===== src/rtl/icu_pkg.sv =====
// rtl/icu_pkg.sv - shared constants and arbitration helper for the 80186-style interrupt control unit
package icu_pkg;

  localparam int NSRC = 5;

  localparam logic [3:0] OFF_EOI    = 4'h1;
  localparam logic [3:0] OFF_MASK   = 4'h4;
  localparam logic [3:0] OFF_PRIMSK = 4'h5;
  localparam logic [3:0] OFF_INSERV = 4'h6;
  localparam logic [3:0] OFF_REQST  = 4'h7;
  localparam logic [3:0] OFF_TCUCON = 4'h9;
  localparam logic [3:0] OFF_I0CON  = 4'hC;

  localparam int SRC_TMR  = 0;
  localparam int SRC_INT0 = 1;
  localparam int SRC_INT1 = 2;
  localparam int SRC_INT2 = 3;
  localparam int SRC_INT3 = 4;

  localparam int CON_PRI_MSB = 2;
  localparam int CON_MSK     = 3;
  localparam int CON_LTM     = 4;
  localparam int EOI_NSPEC   = 15;

  typedef struct packed {
    logic       hit;
    logic [2:0] src;
    logic [2:0] pri;
  } pick_t;

  // Lowest numeric priority wins; the strict compare keeps the lower source index on ties.
  function automatic pick_t pick(input logic [NSRC-1:0] cand, input logic [NSRC-1:0][2:0] pri);
    pick_t p;
    p = '0;
    p.pri = 3'd7;
    for (int i = 0; i < NSRC; i++) begin
      if (cand[i] && (!p.hit || pri[i] < p.pri)) begin
        p.hit = 1'b1;
        p.src = 3'(i);
        p.pri = pri[i];
      end
    end
    return p;
  endfunction

endpackage


===== src/rtl/icu_edge_sync.sv =====
// rtl/icu_edge_sync.sv - per-input request conditioning: optional 2-flop synchronizer (ICU_SYNC_EN),
// rising-edge detect and level/edge mode select
module icu_edge_sync (
  input  logic clk,
  input  logic rst,
  input  logic raw,
  input  logic ltm,
  output logic set,
  output logic level
);

  logic sync;
  logic prev;

`ifdef ICU_SYNC_EN
  logic [1:0] meta;

  always_ff @(posedge clk or posedge rst) begin
    if (rst) meta <= '0;
    else     meta <= {meta[0], raw};
  end

  assign sync = meta[1];
`else
  assign sync = raw;
`endif

  always_ff @(posedge clk or posedge rst) begin
    if (rst) prev <= 1'b0;
    else     prev <= sync;
  end

  assign set   = sync & ~prev & ~ltm;
  assign level = sync;

endmodule


===== src/rtl/wb_icu80186.sv =====
// rtl/wb_icu80186.sv - Wishbone interrupt control unit: masked, prioritised, nestable timer + INT0..INT3.
// ICU_SYNC_EN adds a 2-flop synchronizer on each ext_irq input.
module wb_icu80186
  import icu_pkg::*;
#(
  parameter logic [7:0] VEC_TMR    = 8'd8,
  parameter logic [7:0] VEC_INT0   = 8'd12,
  parameter logic [2:0] RST_PRIMSK = 3'd7
) (
  input  logic        clk,
  input  logic        rst,
  input  logic [3:0]  wb_adr_i,
  input  logic [15:0] wb_dat_i,
  output logic [15:0] wb_dat_o,
  input  logic [1:0]  wb_sel_i,
  input  logic        wb_we_i,
  input  logic        wb_stb_i,
  input  logic        wb_cyc_i,
  output logic        wb_ack_o,
  input  logic        tmr_irq,
  input  logic [3:0]  ext_irq,
  output logic        intr,
  input  logic        inta,
  output logic [7:0]  vector
);

  logic [NSRC-1:0][2:0] pri;
  logic [NSRC-1:0]      msk, reqst, insrv, elig, ack_set, eoi_clr, edge_set, lvl_mode, lvl_val;
  logic [3:0]           ltm, ext_set, ext_lvl;
  logic [2:0]           primsk, icon_src;
  logic                 inta_d, tmr_d, bus_req, wr_lo, wr_hi, inta_rise;
  logic [15:0]          rdata;
  logic [3:0]           isr_floor;
  pick_t                isr_top, win;

  for (genvar k = 0; k < 4; k++) begin : g_ext
    icu_edge_sync u_sync (
      .clk   (clk),
      .rst   (rst),
      .raw   (ext_irq[k]),
      .ltm   (ltm[k]),
      .set   (ext_set[k]),
      .level (ext_lvl[k])
    );
  end

  function automatic logic [7:0] vec_of(input logic [2:0] src);
    return (src == 3'(SRC_TMR)) ? VEC_TMR : VEC_INT0 + 8'(src) - 8'd1;
  endfunction

  assign bus_req  = wb_cyc_i & wb_stb_i & ~wb_ack_o;
  assign wr_lo    = wb_ack_o & wb_cyc_i & wb_stb_i & wb_we_i & wb_sel_i[0];
  assign wr_hi    = wb_ack_o & wb_cyc_i & wb_stb_i & wb_we_i & wb_sel_i[1];
  assign icon_src = {1'b0, wb_adr_i[1:0]} + 3'd1;
  assign edge_set = {ext_set, tmr_irq & ~tmr_d};
  assign lvl_mode = {ltm, 1'b0};
  assign lvl_val  = {ext_lvl, 1'b0};

  always_comb begin
    rdata = '0;
    case (wb_adr_i)
      OFF_MASK:   rdata[NSRC-1:0] = msk;
      OFF_PRIMSK: rdata[2:0]      = primsk;
      OFF_INSERV: rdata[NSRC-1:0] = insrv;
      OFF_REQST:  rdata[NSRC-1:0] = reqst;
      OFF_TCUCON: rdata[3:0]      = {msk[SRC_TMR], pri[SRC_TMR]};
      default:
        if (wb_adr_i[3:2] == OFF_I0CON[3:2])
          rdata[4:0] = {ltm[wb_adr_i[1:0]], msk[icon_src], pri[icon_src]};
    endcase
  end

  // A source must beat the lowest numeric priority already in service to nest.
  assign isr_top   = pick(insrv, pri);
  assign isr_floor = isr_top.hit ? {1'b0, isr_top.pri} : 4'd8;

  always_comb begin
    elig = '0;
    for (int i = 0; i < NSRC; i++)
      elig[i] = reqst[i] & ~msk[i] & (pri[i] <= primsk) & ({1'b0, pri[i]} < isr_floor);
  end

  assign win       = pick(elig, pri);
  assign inta_rise = inta & ~inta_d;
  assign ack_set   = (inta_rise & win.hit) ? (5'b00001 << win.src) : '0;

  always_comb begin
    eoi_clr = '0;
    if (wb_adr_i == OFF_EOI) begin
      if (wr_hi && wb_dat_i[EOI_NSPEC]) begin
        if (isr_top.hit) eoi_clr[isr_top.src] = 1'b1;
      end else if (wr_lo) begin
        for (int i = 0; i < NSRC; i++)
          if (vec_of(3'(i)) == {3'b000, wb_dat_i[4:0]}) eoi_clr[i] = insrv[i];
      end
    end
  end

  always_ff @(posedge clk or posedge rst) begin
    if (rst) begin
      wb_ack_o <= 1'b0;
      wb_dat_o <= '0;
      intr     <= 1'b0;
      vector   <= VEC_INT0;
      inta_d   <= 1'b0;
      tmr_d    <= 1'b0;
      reqst    <= '0;
      insrv    <= '0;
      msk      <= '1;
      pri      <= '1;
      ltm      <= '0;
      primsk   <= RST_PRIMSK;
    end else begin
      wb_ack_o <= bus_req;
      wb_dat_o <= bus_req ? rdata : '0;
      inta_d   <= inta;
      tmr_d    <= tmr_irq;
      intr     <= win.hit & ~inta;
      if (inta_rise) vector <= win.hit ? vec_of(win.src) : VEC_INT0 + 8'd3;
      insrv <= (insrv & ~eoi_clr) | ack_set;
      for (int i = 0; i < NSRC; i++)
        reqst[i] <= lvl_mode[i] ? lvl_val[i] : (edge_set[i] | (reqst[i] & ~ack_set[i]));
      if (wr_lo) begin
        case (wb_adr_i)
          OFF_MASK:   msk    <= wb_dat_i[NSRC-1:0];
          OFF_PRIMSK: primsk <= wb_dat_i[2:0];
          OFF_TCUCON: begin
            pri[SRC_TMR] <= wb_dat_i[CON_PRI_MSB:0];
            msk[SRC_TMR] <= wb_dat_i[CON_MSK];
          end
          default:
            if (wb_adr_i[3:2] == OFF_I0CON[3:2]) begin
              pri[icon_src]       <= wb_dat_i[CON_PRI_MSB:0];
              msk[icon_src]       <= wb_dat_i[CON_MSK];
              ltm[wb_adr_i[1:0]]  <= wb_dat_i[CON_LTM];
            end
        endcase
      end
    end
  end

endmodule


===== config.mk =====
export PLATFORM = sky130hd
export DESIGN_NAME = wb_icu80186
export DESIGN_NICKNAME = d
export VERILOG_FILES = /design/src/rtl/icu_pkg.sv /design/src/rtl/icu_edge_sync.sv /design/src/rtl/wb_icu80186.sv
export SDC_FILE = /design/constraint.sdc
export NUM_CORES = 1
export LEC_CHECK = 0
export CORE_MARGIN = 3
export CORE_UTILIZATION = 33
export CTS_CLUSTER_SIZE = 16
export DETAILED_ROUTE_END_ITERATION = 6
export PLACE_DENSITY = 0.56
export SYNTH_ARGS = -nofsm -noshare
export SYNTH_HDL_FRONTEND = slang
export SYNTH_HIERARCHICAL = 1
export SYNTH_SLANG_ARGS = --single-unit

===== constraint.sdc =====
create_clock -name clk -period 12.86 [get_ports clk]
set_input_delay 3.215 -clock clk [delete_from_list [all_inputs] [get_ports clk]]
set_output_delay 3.215 -clock clk [all_outputs]
set_load 0.01 [all_outputs]

# Word level (Yosys, flattened, before mapping)
# Index checks and enable logic that the tools add are counted.
# word_totals
regBits,58
input_bits,33
out_inout_bits,26
elab_cells,228
# op_classes
n_addsub,3
magnitude_cmp,24
n_eq_ne,12
n_shift,1
mux,54
bitwise_logic,73
n_reduce_logical,40
# ops
cell,count
$mux W7,10
$mux W5,8
$and A1 B1 Y1,39
$not A1 Y1,26
$eq A4 B5 Y1 const A,5
$lt A3 B3 Y1,8
$lt A3 B4 Y1,5
$eq A4 B3 Y1 const B,4
$mux W8,2
$bwmux W15,1
$le A3 B3 Y1,5
$pmux W3 S5,1
$mux W1,14
$logic_and A1 B1 Y1,12
$reduce_and A3 Y1,4
$bmux W3 S3,1
$demux W3 S3,1
$mux W3,3
$logic_not A1 Y1,8
$logic_or A1 B1 Y1,8
$lt A3 B4 Y1 const B,2
$pmux W4 S2,1
$demux W1 S3,2
$ge A3 B1 Y1 const B,2
other kinds (29),35

# Longest topological paths before layout
# logic_depth
word_depth,43
mapped_depth,50

# Cells and area by module
# Netlist, hierarchy kept.
# by_module_without_submodules
mod,n_inst,cells_each,area_per_inst_um2,seq_area_each_um2
wb_icu80186,1,505,4619.4,1307.5
icu_edge_sync,4,4,48.8,25.0

# Worst setup path before layout
# Ideal clock, no wire load.
# synth_path
kind,register to register
start,register pri[1] (netlist name)
end,register vector[2]
setup_time_ns,0.080
arrival_ns,9.368
t_required_ns,12.780
setup_slack_ns,3.412
path_stages_with_launch,46
synth_period_minus_slack_ns,9.448
cell_sequence,dfstp_2 buf_2 a22o_1 o21ai_0 o21ai_0 nand2_1 a2bb2oi_1 inv_1 ha_1 o21ai_0 nand2b_1 a21oi_1 o21a_1 mux2i_1 ha_1 o21ai_0 nand2b_1 a21oi_1 [... 10 more ...] or3_1 o21a_4 a211oi_2 o21ai_1 a311oi_2 nor2_2 mux2i_1 ha_1 a2111oi_0 a21o_1 mux2_1 ha_1 o21a_1 nor2_1 a211oi_1 o311ai_4 or2_1 o22a_1
# synth_via
elab_chain_len,41
word_cells_on_any_way,59
cone_classes,add/sub: 2; order compare: 14; mux: 13; bitwise: 6; reduce/logical: 24
# synth_lines
item,line,text
start: declaration,wb_icu80186.sv:27,logic [NSRC-1:0][2:0] pri;
start signal: indexed assignment,wb_icu80186.sv:128,pri[SRC_TMR] <= wb_dat_i[CON_PRI_MSB:0];
start signal: indexed assignment,wb_icu80186.sv:133,pri[icon_src] <= wb_dat_i[CON_PRI_MSB:0];
$mux W7,icu_pkg.sv:37,if (cand[i] && (!p.hit || pri[i] < p.pri)) begin
$lt A3 B3 Y1,icu_pkg.sv:37,
$logic_or A1 B1 Y1,icu_pkg.sv:37,
$logic_and A1 B1 Y1,icu_pkg.sv:37,
$mux W7,icu_pkg.sv:37,
$lt A3 B3 Y1 or $logic_not A1 Y1 (tied branches),icu_pkg.sv:37,
$logic_or A1 B1 Y1,icu_pkg.sv:37,
$logic_and A1 B1 Y1,icu_pkg.sv:37,
[... 25 more ...],-,
$lt A3 B3 Y1 or $logic_not A1 Y1 (tied branches),icu_pkg.sv:37,
$logic_or A1 B1 Y1,icu_pkg.sv:37,
$logic_and A1 B1 Y1,icu_pkg.sv:37,
$mux W7 *,icu_pkg.sv:37,
$add A4 B3 Y5,wb_icu80186.sv:48,return (src == 3'(SRC_TMR)) ? VEC_TMR : VEC_INT0 + 8'(src) - 8'd1;
$sub A5 B1 Y6,wb_icu80186.sv:48,
$mux W8,wb_icu80186.sv:48,
$mux W8 *,wb_icu80186.sv:119,if (inta_rise) vector <= win.hit ? vec_of(win.src) : VEC_INT0 + 8'd3;
end signal: assignment,wb_icu80186.sv:119,
end: declaration,wb_icu80186.sv:24,output logic [7:0] vector
# Every way passes the cells marked *; elsewhere a longest branch is shown, timed or not.
# A chain may end at the register's enable or synchronous reset.

# Final worst setup path
# layout_path
start,register pri[3] (netlist name)
end,register reqst[2]
# layout_via
elab_chain_len,42
word_cells_on_any_way,60
cone_classes,order compare: 14; shift: 1; mux: 12; bitwise: 10; reduce/logical: 23
# layout_lines
item,line,text
$lt A3 B3 Y1,icu_pkg.sv:37,
$logic_or A1 B1 Y1,icu_pkg.sv:37,
$logic_and A1 B1 Y1,icu_pkg.sv:37,
$mux W7,icu_pkg.sv:37,
$lt A3 B3 Y1 or $logic_not A1 Y1 (tied branches),icu_pkg.sv:37,
$logic_or A1 B1 Y1,icu_pkg.sv:37,
$logic_and A1 B1 Y1,icu_pkg.sv:37,
$mux W7,icu_pkg.sv:37,
[... 26 more ...],-,
$logic_and A1 B1 Y1,icu_pkg.sv:37,
$mux W7 *,icu_pkg.sv:37,
$shl A1 B3 Y5 or $and A1 B1 Y1 (tied branches),wb_icu80186.sv:85,assign ack_set = (inta_rise & win.hit) ? (5'b00001 << win.src) : '0;
$mux W5 *,wb_icu80186.sv:85,
$not A1 Y1 *,wb_icu80186.sv:122,reqst[i] <= lvl_mode[i] ? lvl_val[i] : (edge_set[i] | (reqst[i] & ~ack_set[i]));
$and A1 B1 Y1 *,wb_icu80186.sv:122,
$or A1 B1 Y1 *,wb_icu80186.sv:122,
$mux W1 *,wb_icu80186.sv:122,
end signal: indexed assignment,wb_icu80186.sv:122,
end: declaration,wb_icu80186.sv:28,"logic [NSRC-1:0] msk, reqst, insrv, elig, ack_set, eoi_clr, edge_set, lvl_mode, lvl_val;"
# Marks and branches as above.

==> results.md <==
* Worst R2R End: reqst[2]
* Synthesized flop and latch total at 55
* RSZ-0062 raised after global routing: no
* Antenna-violating nets left at 0
* Worst Path Required at 13.03 ns
* FF-to-FF path depth at 46
* Most frequent cells after synthesis: ha_1 (40), inv_1 (40), o21ai_0 (39), nand2_1 (31), dfrtp_1 (30)
* Crit-path slowest cell: dfstp_2
* Total congestion overflow at 0
* Slew HR at 31.3%
* DP HPWL at 10900 um
* Gr usage total at 17.1%
* Routability cong. at 0.952
* Final hold violations at 0
* Worst r2r src: pri[3]
* Worst Hold End: reqst[0]
* Largest net degree at the start of global routing at 52
* Fill cell count at 1449
* Syn avg cell area at 9.24 sq um
* Clock Skew at 0.00599 ns
* Sw Share at 46.2%
* CP Capture Type: register
* Residual DRC at 0
* Row count at 43
* Starting Density at 34.2%
* Final Critical Period at 11.16 ns
* Hold buffers post-CTS at 0
* Final instance area at 0.00538 sq mm
* Delay-heaviest family, CP: compound AO/OA/AOI/OAI gates
* Clk pwr share at 15.7%
* Crit path buf inv count at 3
* Setup ws final at 1.70 ns
* CTS Root Cell: clkbuf_16
* Highest clock rate at 89.6 MHz
* Leak Pwr at 2.09 nW
* Setup_tns at 0 ns
* Final period util at 86.8%
* Critical path arrival at 11.33 ns
* Sink Count at 55
* Crit-path max cell delay at 0.63 ns
* Placed cell areas at 0.00522 sq mm
* DR WL/cell at 19.2 um
* Power density over cell area at 171 mW/mm^2
* CP startpoint kind: register
* Total CTS buffers at 5
* Yosys warning total at 6
* Initial drt markers at 310
* Async SR Flop Fraction at 100%
* CP Max Fanout at 8
* Switch Pwr at 0.425 mW
* Synth top area share at 15.6%
* H-tree lvl count at 2
* CTS tree: yes
* Die ar. at 0.0161 sq mm
* Logic pwr share at 58.0%
* Sequential fraction of the synthesis area at 29.2%
* Status: finished, final reports clean
* Pint at 0.495 mW
* Worst hold path class: register to register
* Pre-CTS setup slack at 1.78 ns
* Area of the mapped netlist at 0.00481 sq mm
* Number of synthesized flops with an enable pin at 0
* Port buffer count at 34
* Layout Cells excl Fill at 723
* Share of cells above drive strength 1 at 17.3%
* Peak supply drop at 0.103 mV
* CTS clock-pin slew for the worst setup and hold paths at 0.08 ns
* Dominant synthesized flop cell: dfrtp_1
* Number of max-cap violations at 0
* Placed Cells at 715
* Vias at 4144
* Synth cell types at 79
* Chip width at 127 um
* First drt pass iteration count at 5
* Initial antenna violation count at 0
* Antenna Cells at 0
* Core Region at 0.0141 sq mm
* Post-Synthesis Cells at 521
* Die H at 127 um
* FF-to-FF setup slack at 1.70 ns
* Hold Startpoint: tmr_d
* Vias in the first global route at 3996
* Hold Crit Depth at 1
* Slew @ Worst Pin at 1.03 ns
* Clock Latency Late Sink at 0.30 ns
* Area Growth Syn to Fin at 11.7%
* Synth area leader: dfrtp_1
* Final net count at 615
* First-pass GRT wire length at 22100 um
* Kind of critical path: register to register
* Boundary pin count at 59
* Seq pwr share at 26.3%
* Slew Limit Fails at 0
* Via density per instance at 5.73
* Clock buffer depth at 2
* Post-CTS setup buffer count at 0
* Post_cts resized at 0
* Routed WL at 13900 um
* Finish-stage setup viols at 0
* Area contributors post-synth: dfrtp_1 (16%), dfstp_2 (14%), ha_1 (10%), mux2_2 (5.8%), o21ai_0 (4.1%)
worst max path at each step:
| stage | from | end | slack, ns | cells after the start |
|---|---|---|---|---|
| detailed placement | pri[3] | reqst[2] | 1.78 | 46 |
| CTS | pri[3] | reqst[2] | 1.71 | 46 |
| floorplan | pri[1] | vector[2] | 3.41 | 45 |
| finish | pri[3] | reqst[2] | 1.70 | 46 |
| global placement | pri[3] | reqst[2] | 2.02 | 46 |
| global route | pri[3] | reqst[2] | 0.91 | 46 |
per-stage QoR:
stage	hold WS [ns]	power [mW]	utilization, %
global placement	0.412	0.763	37.1
finish	0.430	0.920	38.2
detailed placement	0.434	0.773	37.1
CTS	0.437	0.920	38.2
global route	0.456	0.989	38.2
floorplan	0.400	0.645	-
layout make-up:
cell class                 count  area [sq um]  area share, %
clock buffer                   5           125           2.33
inverter                      41           154           2.86
multi-input combinational    404          3090           57.4
tap                          180           225           4.19
clock inverter                 3          31.3          0.581
sequential                    55          1410           26.2
timing repair buffer          35           348           6.47
kinds of logic after synthesis:
group | Yosys count | synth area share, %
simple gates | 145 | 17.1
mux | 37 | 9.69
fa+ha+maj | 40 | 10.4
other cells | 1 | 0.0779
compound gates | 168 | 25.9
flops | 55 | 29.2
buf+inv | 75 | 7.61
cells in the final DEF, fill, tap and decap left out, types with 3 or more instances in the layout:
master,Yosys,layout
a22o_1,8,8
a22oi_1,4,4
nor3_1,4,4
clkbuf_16,0,5
o31ai_1,3,3
dfstp_2,25,25
ha_1,40,40
a21o_1,3,3
nand2_1,31,31
nor2_2,3,3
a21oi_1,21,21
mux2i_1,5,5
nor2b_1,15,15
o21ai_1,7,7
nand3_1,15,15
nor3b_2,4,4
a21boi_0,5,5
and3_1,5,5
or3_1,4,4
inv_1,40,39
o211ai_1,5,5
nor2_1,26,26
o21ai_0,39,39
a222oi_1,5,5
a31oi_1,7,7
a211oi_1,7,7
nand2b_1,12,12
clkdlybuf4s50_1,0,34
mux2_2,25,25
nor3b_1,3,3
mux4_2,5,5
o31a_1,4,4
dfrtp_1,30,30
o21a_1,14,14
conb_1,1,14
and2_1,7,7
flip-flops by register name, indices dropped and copies added, names as in the netlist:
name and cells:
wb_dat_o 5, ltm 4, insrv 5, msk 5, vector 5, inta_d 1
tmr_d 1, primsk 3, intr 1, g_ext.u_sync/prev 4, reqst 5, pri 15
wb_ack_o 1
layer usage:
metal	share of wire (%)	GRT usage [%]	vias to the layer above	wire length (um)
li1	-	-	1958	-
met1	47	25.1	2012	6490
met2	45	26.8	158	6210
met3	6.9	2.61	16	963
met4	1.6	3.60	0	227
met5	0	0	-	0
power groups by stage:
stage / combinational [mW] / clock [mW] / sequential, mW
floorplan: 0.423 / 0 / 0.222
global placement: 0.520 / 0 / 0.243
detailed placement: 0.530 / 0 / 0.244
CTS: 0.533 / 0.147 / 0.240
global route: 0.589 / 0.155 / 0.245
finish: 0.533 / 0.145 / 0.242
Note: power is estimated with default switching activity, not from simulation.
